===== src/rtl/y86_pkg.sv =====
// Shared Y86-64 constants: instruction codes, status codes, control FSM states.
// Ports: none (package). Helper is_exc() classifies terminal status codes.
package y86_pkg;

  localparam logic [3:0] HALT   = 4'h0;
  localparam logic [3:0] NOP    = 4'h1;
  localparam logic [3:0] CMOVXX = 4'h2;
  localparam logic [3:0] IRMOVQ = 4'h3;
  localparam logic [3:0] RMMOVQ = 4'h4;
  localparam logic [3:0] MRMOVQ = 4'h5;
  localparam logic [3:0] OPQ    = 4'h6;
  localparam logic [3:0] JXX    = 4'h7;
  localparam logic [3:0] CALL   = 4'h8;
  localparam logic [3:0] RET    = 4'h9;
  localparam logic [3:0] PUSHQ  = 4'hA;
  localparam logic [3:0] POPQ   = 4'hB;

  localparam logic [3:0] AOK = 4'h1;
  localparam logic [3:0] HLT = 4'h2;
  localparam logic [3:0] ADR = 4'h3;
  localparam logic [3:0] INS = 4'h4;

  localparam logic [3:0] RNONE = 4'hF;

  typedef enum logic [1:0] {
    RUN    = 2'd0,
    HALTED = 2'd1,
    FAULT  = 2'd2
  } state_e;

  function automatic logic is_exc(input logic [3:0] s);
    return (s == HLT) || (s == ADR) || (s == INS);
  endfunction

endpackage


===== src/rtl/pipe_ctrl_if.sv =====
// Bundle between the pipeline registers and pipe_ctrl: stage fields in,
// stall/bubble/set_cc controls out. master = pipeline side, slave = pipe_ctrl.
interface pipe_ctrl_if;
  logic [3:0] D_icode;
  logic [3:0] E_icode;
  logic [3:0] M_icode;
  logic [3:0] d_srcA;
  logic [3:0] d_srcB;
  logic [3:0] E_dstM;
  logic       e_Cnd;
  logic [3:0] m_stat;
  logic [3:0] W_stat;
  logic [3:0] W_icode;

  logic F_stall;
  logic D_stall;
  logic D_bubble;
  logic E_stall;
  logic E_bubble;
  logic M_stall;
  logic M_bubble;
  logic W_stall;
  logic set_cc;

  modport master (
    output D_icode, E_icode, M_icode,
    output d_srcA, d_srcB, E_dstM, e_Cnd,
    output m_stat, W_stat, W_icode,
    input  F_stall, D_stall, D_bubble,
    input  E_stall, E_bubble, M_stall,
    input  M_bubble, W_stall, set_cc
  );

  modport slave (
    input  D_icode, E_icode, M_icode,
    input  d_srcA, d_srcB, E_dstM, e_Cnd,
    input  m_stat, W_stat, W_icode,
    output F_stall, D_stall, D_bubble,
    output E_stall, E_bubble, M_stall,
    output M_bubble, W_stall, set_cc
  );
endinterface


===== src/rtl/pipe_hazard_detect.sv =====
// Combinational hazard terms: load-use, mispredict, ret in flight, exceptions.
// In: stage icodes, decode sources, E_dstM, e_Cnd, m/W status. Out: lu mp rt exc_m exc_w.
module pipe_hazard_detect
  import y86_pkg::*;
(
  input  logic [3:0] D_icode,
  input  logic [3:0] E_icode,
  input  logic [3:0] M_icode,
  input  logic [3:0] d_srcA,
  input  logic [3:0] d_srcB,
  input  logic [3:0] E_dstM,
  input  logic       e_Cnd,
  input  logic [3:0] m_stat,
  input  logic [3:0] W_stat,
  output logic       lu,
  output logic       mp,
  output logic       rt,
  output logic       exc_m,
  output logic       exc_w
);

  logic e_load;
  logic dst_hit;

  assign e_load  = (E_icode == MRMOVQ)
                || (E_icode == POPQ);
  assign dst_hit = (E_dstM == d_srcA)
                || (E_dstM == d_srcB);
  assign lu = e_load && (E_dstM != RNONE)
           && dst_hit;

  assign mp = (E_icode == JXX) && !e_Cnd;

  assign rt = (D_icode == RET)
           || (E_icode == RET)
           || (M_icode == RET);

  assign exc_m = is_exc(m_stat);
  assign exc_w = is_exc(W_stat);

endmodule


===== src/rtl/pipe_ctrl.sv =====
// Y86-64 pipeline control: stall/bubble strobes, CC gating, run/halt/fault FSM, perf counters.
// Ports: clk, reset, run, pl (pipe_ctrl_if.slave), cpu_stat, five CNT_W counters.
module pipe_ctrl
  import y86_pkg::*;
#(
  parameter int CNT_W = 32
)
(
  input  logic             clk,
  input  logic             reset,
  input  logic             run,
  pipe_ctrl_if.slave       pl,
  output logic [3:0]       cpu_stat,
  output logic [CNT_W-1:0] cyc_cnt,
  output logic [CNT_W-1:0] ret_cnt,
  output logic [CNT_W-1:0] lu_cnt,
  output logic [CNT_W-1:0] mp_cnt,
  output logic [CNT_W-1:0] rt_cnt
);

  logic lu, mp, rt, exc_m, exc_w;

  pipe_hazard_detect u_hz (
    .D_icode (pl.D_icode),
    .E_icode (pl.E_icode),
    .M_icode (pl.M_icode),
    .d_srcA  (pl.d_srcA),
    .d_srcB  (pl.d_srcB),
    .E_dstM  (pl.E_dstM),
    .e_Cnd   (pl.e_Cnd),
    .m_stat  (pl.m_stat),
    .W_stat  (pl.W_stat),
    .lu      (lu),
    .mp      (mp),
    .rt      (rt),
    .exc_m   (exc_m),
    .exc_w   (exc_w)
  );

  state_e     state_q, state_d;
  logic [3:0] fstat_q, fstat_d;
  logic       frozen;
  logic       rt_bub;
  logic       retire;

  assign frozen = (state_q != RUN) || !run;
  // ret bubble only counts when load-use is not holding D instead
  assign rt_bub = rt && !lu;
  assign retire = (pl.W_stat == AOK)
               && (pl.W_icode != NOP)
               && (pl.W_icode != HALT);

  always_ff @(posedge clk or posedge reset) begin
    if (reset) begin
      state_q <= RUN;
      fstat_q <= AOK;
    end else begin
      state_q <= state_d;
      fstat_q <= fstat_d;
    end
  end

  // unknown non-AOK codes fault as INS
  always_comb begin
    state_d = state_q;
    fstat_d = fstat_q;
    if (state_q == RUN && pl.W_stat != AOK) begin
      if (pl.W_stat == HLT) begin
        state_d = HALTED;
      end else begin
        state_d = FAULT;
        fstat_d = (pl.W_stat == ADR) ? ADR : INS;
      end
    end
  end

  logic f_stall, d_stall, d_bubble;
  logic e_stall, e_bubble;
  logic m_stall, m_bubble;
  logic w_stall, cc_en;

  always_comb begin
    f_stall  = 1'b0;
    d_stall  = 1'b0;
    d_bubble = 1'b0;
    e_stall  = 1'b0;
    e_bubble = 1'b0;
    m_stall  = 1'b0;
    m_bubble = 1'b0;
    w_stall  = 1'b0;
    cc_en    = 1'b0;
    if (reset) begin
      f_stall = 1'b0;
    end else if (frozen) begin
      f_stall = 1'b1;
      d_stall = 1'b1;
      e_stall = 1'b1;
      m_stall = 1'b1;
      w_stall = 1'b1;
    end else begin
      f_stall  = lu || rt;
      // mispredict squash beats load-use hold
      d_stall  = lu && !mp;
      d_bubble = mp || rt_bub;
      e_bubble = mp || lu;
      m_bubble = exc_m || exc_w;
      w_stall  = exc_w;
      cc_en    = (pl.E_icode == OPQ)
              && !exc_m && !exc_w;
    end
  end

  assign pl.F_stall  = f_stall;
  assign pl.D_stall  = d_stall;
  assign pl.D_bubble = d_bubble;
  assign pl.E_stall  = e_stall;
  assign pl.E_bubble = e_bubble;
  assign pl.M_stall  = m_stall;
  assign pl.M_bubble = m_bubble;
  assign pl.W_stall  = w_stall;
  assign pl.set_cc   = cc_en;

  always_comb begin
    cpu_stat = AOK;
    unique case (state_q)
      RUN:     cpu_stat = AOK;
      HALTED:  cpu_stat = HLT;
      FAULT:   cpu_stat = fstat_q;
      default: cpu_stat = AOK;
    endcase
  end

  always_ff @(posedge clk or posedge reset) begin
    if (reset) begin
      cyc_cnt <= '0;
      ret_cnt <= '0;
      lu_cnt  <= '0;
      mp_cnt  <= '0;
      rt_cnt  <= '0;
    end else if (!frozen) begin
      cyc_cnt <= cyc_cnt + CNT_W'(1);
      ret_cnt <= ret_cnt + CNT_W'(retire);
      lu_cnt  <= lu_cnt + CNT_W'(lu);
      mp_cnt  <= mp_cnt + CNT_W'(mp);
      rt_cnt  <= rt_cnt + CNT_W'(rt_bub);
    end
  end

endmodule


===== src/flat_wrapper.sv =====
// flat-port wrapper written by rule: the top's interface ports become plain ports
module pipe_ctrl_flat import y86_pkg::*;
#(
  parameter int CNT_W = 32
)
  (clk, reset, run, cpu_stat, cyc_cnt, ret_cnt, lu_cnt, mp_cnt, rt_cnt, pl_D_icode, pl_E_icode, pl_M_icode, pl_d_srcA, pl_d_srcB, pl_E_dstM, pl_e_Cnd, pl_m_stat, pl_W_stat, pl_W_icode, pl_F_stall, pl_D_stall, pl_D_bubble, pl_E_stall, pl_E_bubble, pl_M_stall, pl_M_bubble, pl_W_stall, pl_set_cc);
  pipe_ctrl_if pl_i ();
  input  logic clk;
  input  logic reset;
  input  logic run;
  output logic [3:0] cpu_stat;
  output logic [CNT_W-1:0] cyc_cnt;
  output logic [CNT_W-1:0] ret_cnt;
  output logic [CNT_W-1:0] lu_cnt;
  output logic [CNT_W-1:0] mp_cnt;
  output logic [CNT_W-1:0] rt_cnt;
  input wire logic [$bits(pl_i.D_icode)-1:0] pl_D_icode;
  input wire logic [$bits(pl_i.E_icode)-1:0] pl_E_icode;
  input wire logic [$bits(pl_i.M_icode)-1:0] pl_M_icode;
  input wire logic [$bits(pl_i.d_srcA)-1:0] pl_d_srcA;
  input wire logic [$bits(pl_i.d_srcB)-1:0] pl_d_srcB;
  input wire logic [$bits(pl_i.E_dstM)-1:0] pl_E_dstM;
  input wire logic [$bits(pl_i.e_Cnd)-1:0] pl_e_Cnd;
  input wire logic [$bits(pl_i.m_stat)-1:0] pl_m_stat;
  input wire logic [$bits(pl_i.W_stat)-1:0] pl_W_stat;
  input wire logic [$bits(pl_i.W_icode)-1:0] pl_W_icode;
  output wire logic [$bits(pl_i.F_stall)-1:0] pl_F_stall;
  output wire logic [$bits(pl_i.D_stall)-1:0] pl_D_stall;
  output wire logic [$bits(pl_i.D_bubble)-1:0] pl_D_bubble;
  output wire logic [$bits(pl_i.E_stall)-1:0] pl_E_stall;
  output wire logic [$bits(pl_i.E_bubble)-1:0] pl_E_bubble;
  output wire logic [$bits(pl_i.M_stall)-1:0] pl_M_stall;
  output wire logic [$bits(pl_i.M_bubble)-1:0] pl_M_bubble;
  output wire logic [$bits(pl_i.W_stall)-1:0] pl_W_stall;
  output wire logic [$bits(pl_i.set_cc)-1:0] pl_set_cc;
  assign pl_i.D_icode = pl_D_icode;
  assign pl_i.E_icode = pl_E_icode;
  assign pl_i.M_icode = pl_M_icode;
  assign pl_i.d_srcA = pl_d_srcA;
  assign pl_i.d_srcB = pl_d_srcB;
  assign pl_i.E_dstM = pl_E_dstM;
  assign pl_i.e_Cnd = pl_e_Cnd;
  assign pl_i.m_stat = pl_m_stat;
  assign pl_i.W_stat = pl_W_stat;
  assign pl_i.W_icode = pl_W_icode;
  assign pl_F_stall = pl_i.F_stall;
  assign pl_D_stall = pl_i.D_stall;
  assign pl_D_bubble = pl_i.D_bubble;
  assign pl_E_stall = pl_i.E_stall;
  assign pl_E_bubble = pl_i.E_bubble;
  assign pl_M_stall = pl_i.M_stall;
  assign pl_M_bubble = pl_i.M_bubble;
  assign pl_W_stall = pl_i.W_stall;
  assign pl_set_cc = pl_i.set_cc;
  pipe_ctrl #(.CNT_W(CNT_W)) u_core (.clk(clk), .reset(reset), .run(run), .pl(pl_i), .cpu_stat(cpu_stat), .cyc_cnt(cyc_cnt), .ret_cnt(ret_cnt), .lu_cnt(lu_cnt), .mp_cnt(mp_cnt), .rt_cnt(rt_cnt));
endmodule

===== config.mk =====
export PLATFORM = sky130hd
export DESIGN_NAME = pipe_ctrl_flat
export DESIGN_NICKNAME = d
export VERILOG_FILES = /design/src/rtl/y86_pkg.sv /design/src/rtl/pipe_ctrl_if.sv /design/src/rtl/pipe_hazard_detect.sv /design/src/rtl/pipe_ctrl.sv /design/src/flat_wrapper.sv
export SDC_FILE = /design/constraint.sdc
export NUM_CORES = 1
export LEC_CHECK = 0
export CORE_MARGIN = 10
export CORE_UTILIZATION = 35
export DETAILED_ROUTE_END_ITERATION = 8
export PLACE_DENSITY = 0.71
export SLEW_MARGIN = 5
export SYNTH_ARGS = -nofsm -noshare
export SYNTH_HDL_FRONTEND = slang
export SYNTH_HIERARCHICAL = 1
export SYNTH_SLANG_ARGS = --single-unit

===== constraint.sdc =====
create_clock -name clk -period 8.1 [get_ports clk]
set_input_delay 2.43 -clock clk [delete_from_list [all_inputs] [get_ports clk]]
set_output_delay 2.43 -clock clk [all_outputs]
set_load 0.005 [all_outputs]

# [After elaboration in Yosys (flattened, before gate mapping)]
# Index checks and enable logic that the tools add are counted.
[op_classes] reduce_logical=33 addsub=5 mux=19 eq_ne=21 bitwise=1
[op_table] op="$add 32x1->32" n=4
[op_table] op="$add 32x1->32 const B" n=1
[op_table] op="$eq 4x3->1 const B" n=5
[op_table] op="$eq 4x2->1 const B" n=4
[op_table] op="$eq 4x4->1 const B" n=4
[op_table] op="$mux 1" n=16
[op_table] op="$logic_or 1x1->1" n=13
[op_table] op="$logic_and 1x1->1" n=10
[op_table] op="$eq 4x4->1" n=2
[op_table] op="$ne 4x1->1 const B" n=2
[op_table] op="$pmux 4 s2" n=1
[op_table] op="$logic_not 1->1" n=6
[op_table] op="$eq 4x1->1 const B" n=1
[op_table] op="$ne 4x4->1 const B" n=1
[op_table] op="$reduce_bool 4->1" n=1
[op_table] op="$mux 3" n=1
[op_table] op="$eq 2x1->1 const B" n=1
[op_table] op="$eq 2x2->1 const B" n=1
[op_table] op="$logic_not 2->1" n=1
[op_table] op="$mux 2" n=1
[op_table] op="$reduce_and 2->1" n=1
[op_table] op="$reduce_bool 2->1" n=1
[op_table] op="$not 1->1" n=1
[totals] output_inout_bits=173 inputBits=40 word_cells=86 regBits=166

# [Logic depth before layout (Yosys ltp)]
[depth] ltp_word=9 ltp_mapped=11 mapped_depth_nobuf=10

# [Modules after synthesis]
# Netlist, hierarchy kept.
[modules_own_cells] mod="pipe_ctrl" cells_each=718 n_inst=1 area_per_inst_um2=7726.2 seq_area_each_um2=4130.2
[modules_own_cells] mod="pipe_hazard_detect" cells_each=27 n_inst=1 area_per_inst_um2=205.2 seq_area_each_um2=0.0

# [Worst setup path after synthesis]
# OpenSTA, ideal clock, no wires.
[synth_timing] path_type="in2out" start="input port run" end="output port pl_M_stall" required_ns=5.670 path_buffers=4 path_slack_ns=2.166 arrival_ns=3.504 cell_stages=6 cell_sequence="buf_4 and2_1 clkbuf_1 buf_1 nor2_1 buf_4"
[synth_between] elab_chain_len=4
[synth_rtl] item="start, declared" line="flat_wrapper.sv:10" source="input logic run;"
[synth_rtl] item="$logic_not 1->1" line="pipe_ctrl.sv:46" source="assign frozen = (state_q != RUN) || !run;"
[synth_rtl] item="$logic_or 1x1->1" line="pipe_ctrl.sv:46"
[synth_rtl] item="$mux 1 (2 in a row)"
[synth_rtl] item="end, declared" line="flat_wrapper.sv:32" source="output wire logic [$bits(pl_i.M_stall)-1:0] pl_M_stall;"
# No other way between the ends.

# [Worst setup path in the final report]
[layout_timing] start="input port pl_E_icode[2]" end="output port pl_F_stall"
[layout_between] elab_chain_len=7
[layout_rtl] item="start, declared" line="flat_wrapper.sv:18" source="input wire logic [$bits(pl_i.E_icode)-1:0] pl_E_icode;"
[layout_rtl] item="$eq 4x3->1 / $eq 4x4->1 (equally long branches)" line="pipe_hazard_detect.sv:25, pipe_hazard_detect.sv:26"
[layout_rtl] item="$logic_or 1x1->1 *" line="pipe_hazard_detect.sv:26" source="|| (E_icode == POPQ);"
[layout_rtl] item="$logic_and 1x1->1 *" line="pipe_hazard_detect.sv:29" source="assign lu = e_load && (E_dstM != RNONE)"
[layout_rtl] item="$logic_and 1x1->1 *" line="pipe_hazard_detect.sv:30" source="&& dst_hit;"
[layout_rtl] item="net u_core.lu" line="pipe_ctrl.sv:21" source="logic lu, mp, rt, exc_m, exc_w;"
[layout_rtl] item="$logic_or 1x1->1 *" line="pipe_ctrl.sv:101" source="f_stall = lu || rt;"
[layout_rtl] item="$mux 1 *" line="pipe_ctrl.sv:94" source="end else if (frozen) begin"
[layout_rtl] item="$mux 1 *" line="pipe_ctrl.sv:92" source="if (reset) begin"
[layout_rtl] item="end, declared" line="flat_wrapper.sv:27" source="output wire logic [$bits(pl_i.F_stall)-1:0] pl_F_stall;"
# The timed path passes the listed nets; every way through them passes the cells marked *.

==> flow_summary.yaml <==
floorplanning:
  die_w_um: 171
  die_area_um2: 29100
  ios: 213
  rows: 55
  initial_core_util: 0.354
  core-area_um2: 22400
  die_y_um: 171
sta:
  max_freq_mhz: 145
  timing.hold.ws_ps: 470
  finalSetupViolCount: 0
  rsz0062_at_grt: "false"
  finalClockSkew_ps: 14.3
  timing.final.crit_period_ps: 6890
  fin_ws_ps: 1210
  period_share: 0.850
  finalSetupTns_ps: 0
  final_max_slew_viol_count: 0
  final-hold-violation-count: 0
  relSlewSlack: 0.229
  worst_slew_pin_slew_ps: 1150
drt:
  drtIter0Drc: 357
  drc: 0
  viasPerCell: 5.01
  avgRoutedWirePerCell_um: 16.8
  vias: 6313
  wl_um: 21200
  drtAntennaViolNets: 0
  first_pass_iters: 5
cells_and_area:
  syn_to_final_growth_pct: 37.9
  nFillCells: 2103
  post-route-cell-area_um2: 10900
  drive_gt1_frac: 0.0606
  final_cells: 1260
  nNetsFinal: 1014
worst_setup_path:
  reg2reg_from: "u_core/state_q[0]"
  worstSetupEndpointType: "primary output"
  max_stage_delay_ps: 550
  critical_path.top_delay_family: "buffers and inverters"
  reg2reg_depth: 8
  required_ps: 5670
  critPathSlowestCell: "clkdlybuf4s50_1"
  critPathLaunchType: "input port"
  critical_path_arrival_ps: 4460
  path_max_fanout: 5
  r2r_end: "u_core/mp_cnt[25]"
  reg2reg_slack_ps: 5410
  criticalPathCategory: "input port to primary output"
  worst-path-buf-inv: 2
  critical_path.cell_chain: "clkdlybuf4s50_1 > nor3b_1 > o211ai_1 > a21oi_1 > nor2_1 > a21oi_1 > clkdlybuf4s50_1"
clock_network:
  cts_buffers: 17
  clk_path_buf_depth: 2
  clk_pin_slew_worst_paths_ps: 70
  clock_sinks: 165
  ctsRootBufferMaster: "clkbuf_16"
  cts_hold_buf: 0
  worstSkewPairLatency_ps: 420
  tritoncts: "built"
  htreeDepth: 4
  cts_resized: 0
  cts_setup_buffers: 0
power_and_ir_drop:
  leakage_nw: 4.56
  p_int_w: 0.00127
  switching_share: 0.244
  vdd_ir_drop_max_mv: 0.103
  seqPwrFrac: 0.489
  pwr-share-clk: 0.478
  comb_power_share: 0.032
  power_density_nw_per_um2: 154
  netSwitchingPower_w: 0.000410
hold_path:
  min_to: "u_core/ret_cnt[31]"
  min_path_cells: 1
  hold_path.startpoint: "u_core/ret_cnt[31]"
  hold_path_class: "flop to flop"
yosys:
  synthesis.area_um2: 7930
  synth_ff_type: "dfrtp_1"
  synth_seq_area_share: 0.521
  yosys_register_bits: 165
  yosys_warnings: 6
  synth_edf_count: 0
  syn_inst: 745
  syn-num-nets: 798
  avgSynthCellArea_um2: 10.6
  synth_cell_types: 47
  synthArstFlopShare: 1.00
outcome:
  outcome: "finished clean"
job:
  maxCapViolCount: 0
place:
  port-buffer-count: 210
  place.gp.congestion: 0.799
  place_ws_ps: 1220
  dp.cells: 1227
  place_area_um2: 10300
  place_hpwl_um: 15700
global_routing:
  track_usage: 0.146
  grt_pass1_wl_um: 34200
  antenna_found_initial: 1
  grt_overflow_total: 0
  grt_max_degree: 102
  grt_pass1_vias: 6234
==> per-layer routing <==
metal / global-route usage / up-vias / share of wire
li1: - / 3046 / -
met1: 0.180 / 3084 / 0.44
met2: 0.228 / 173 / 0.46
met3: 0.0643 / 10 / 0.093
met4: 0.0347 / 0 / 0.0087
met5: 0 / - / 0
==> metrics by stage <==
stage,utilization,total power (W)
6_report,0.488,0.00168
4_1_cts,0.487,0.00171
2_1_floorplan,-,0.000863
3_3_place_gp,0.461,0.000895
5_1_grt,0.487,0.00175
3_5_place_dp,0.461,0.000896
==> layout make-up <==
| type | count | area, um2 | area share |
|---|---|---|---|
| repair buffers | 216 | 2150 | 0.196 |
| inverters | 16 | 65.1 | 0.00595 |
| well taps | 285 | 357 | 0.0326 |
| multi-input cells | 545 | 3640 | 0.333 |
| clock buffers | 18 | 439 | 0.0402 |
| flip-flops and latches | 165 | 4130 | 0.378 |
| diodes | 1 | 2.50 | 0.000229 |
| clock inverters | 14 | 153 | 0.0140 |
==> worst register-to-register path: stages, from the launching register on <==
cell and delay [ps]:
dfrtp_1 400, inv_1 90, ha_1 140, buf_4 250
nand2_1 140, buf_4 220, nor2_1 890, nand4_1 260
xnor2_1 200
==> logic make-up after synthesis <==
group | after synthesis | share of synthesized area
simple gates | 354 | 0.246
flops | 165 | 0.521
xor+xnor | 159 | 0.176
buf+inv | 35 | 0.0215
compound gates | 16 | 0.0128
fa+ha+maj | 13 | 0.0205
mux | 2 | 0.00252
other cells | 1 | 0.000473
==> Yosys cell counts (2+ instances only) <==
cell	instances	area [um2]
nand4b_1	2	17.5
inv_1	16	60.1
buf_2	7	35.0
clkbuf_1	5	18.8
a22oi_1	2	15.0
dfrtp_1	164	4100
a21oi_1	6	30.0
o21a_1	2	15.0
ha_1	13	163
nand3_2	2	20.0
nor2_1	42	158
nor3_1	17	85.1
buf_4	4	30.0
xor2_1	25	219
nand3_1	59	295
o22ai_1	2	12.5
buf_6	2	22.5
xnor2_1	134	1170
nor3b_1	3	22.5
nand2b_1	3	18.8
nor4bb_1	3	30.0
nand2_1	83	312
nor2b_1	3	18.8
or2_2	3	18.8
nor4_2	2	25.0
mux2i_1	2	20.0
nand4_1	70	438
nor3_2	5	50.1
and2_1	4	25.0
nor4_1	9	56.3
and3_1	18	113
and4_1	18	158
==> cell usage in the layout, fill, tap and decap left out, types with 4 or more instances in the layout <==
cell and count:
and4_1 18, nor4_1 7, buf_4 6, nand2_1 83, a21oi_1 6, and2_1 4, xnor2_1 134, inv_1 15
and3_1 18, dfrtp_1 164, nor2_1 42, nor3_2 5, inv_8 6, xor2_1 25, nand3_1 59, nor4_2 4
ha_1 13, clkinv_4 4, nand4_1 70, clkdlybuf4s50_1 210, clkbuf_16 17, nor3_1 17
==> power groups by stage <==
stage	sequential [W]	combinational, W	clock (W)
6_report	0.000823	0.0000540	0.000805
4_1_cts	0.000823	0.0000564	0.000835
5_1_grt	0.000823	0.0000609	0.000867
2_1_floorplan	0.000840	0.0000239	0
3_3_place_gp	0.000839	0.0000558	0
3_5_place_dp	0.000839	0.0000562	0
==> state kept, by name, summed over array words and instances, names as in the netlist <==
signal          flops
u_core/cyc_cnt     32
u_core/lu_cnt      32
u_core/mp_cnt      32
u_core/ret_cnt     32
u_core/rt_cnt      32
u_core/fstat_q      3
u_core/state_q      2
==> worst max-delay path by stage <==
stage	slack [ps]	to	start	cells past startpoint
floorplan	1210	u_core/cyc_cnt[0]	reset	1
global placement	1230	pl_D_bubble	pl_E_icode[2]	7
detailed placement	1220	pl_F_stall	pl_E_icode[2]	7
CTS	1220	pl_F_stall	pl_E_icode[2]	7
global route	1050	pl_F_stall	pl_E_icode[2]	7
finish	1210	pl_F_stall	pl_E_icode[2]	7
Note: power is estimated with default switching activity, not from simulation.
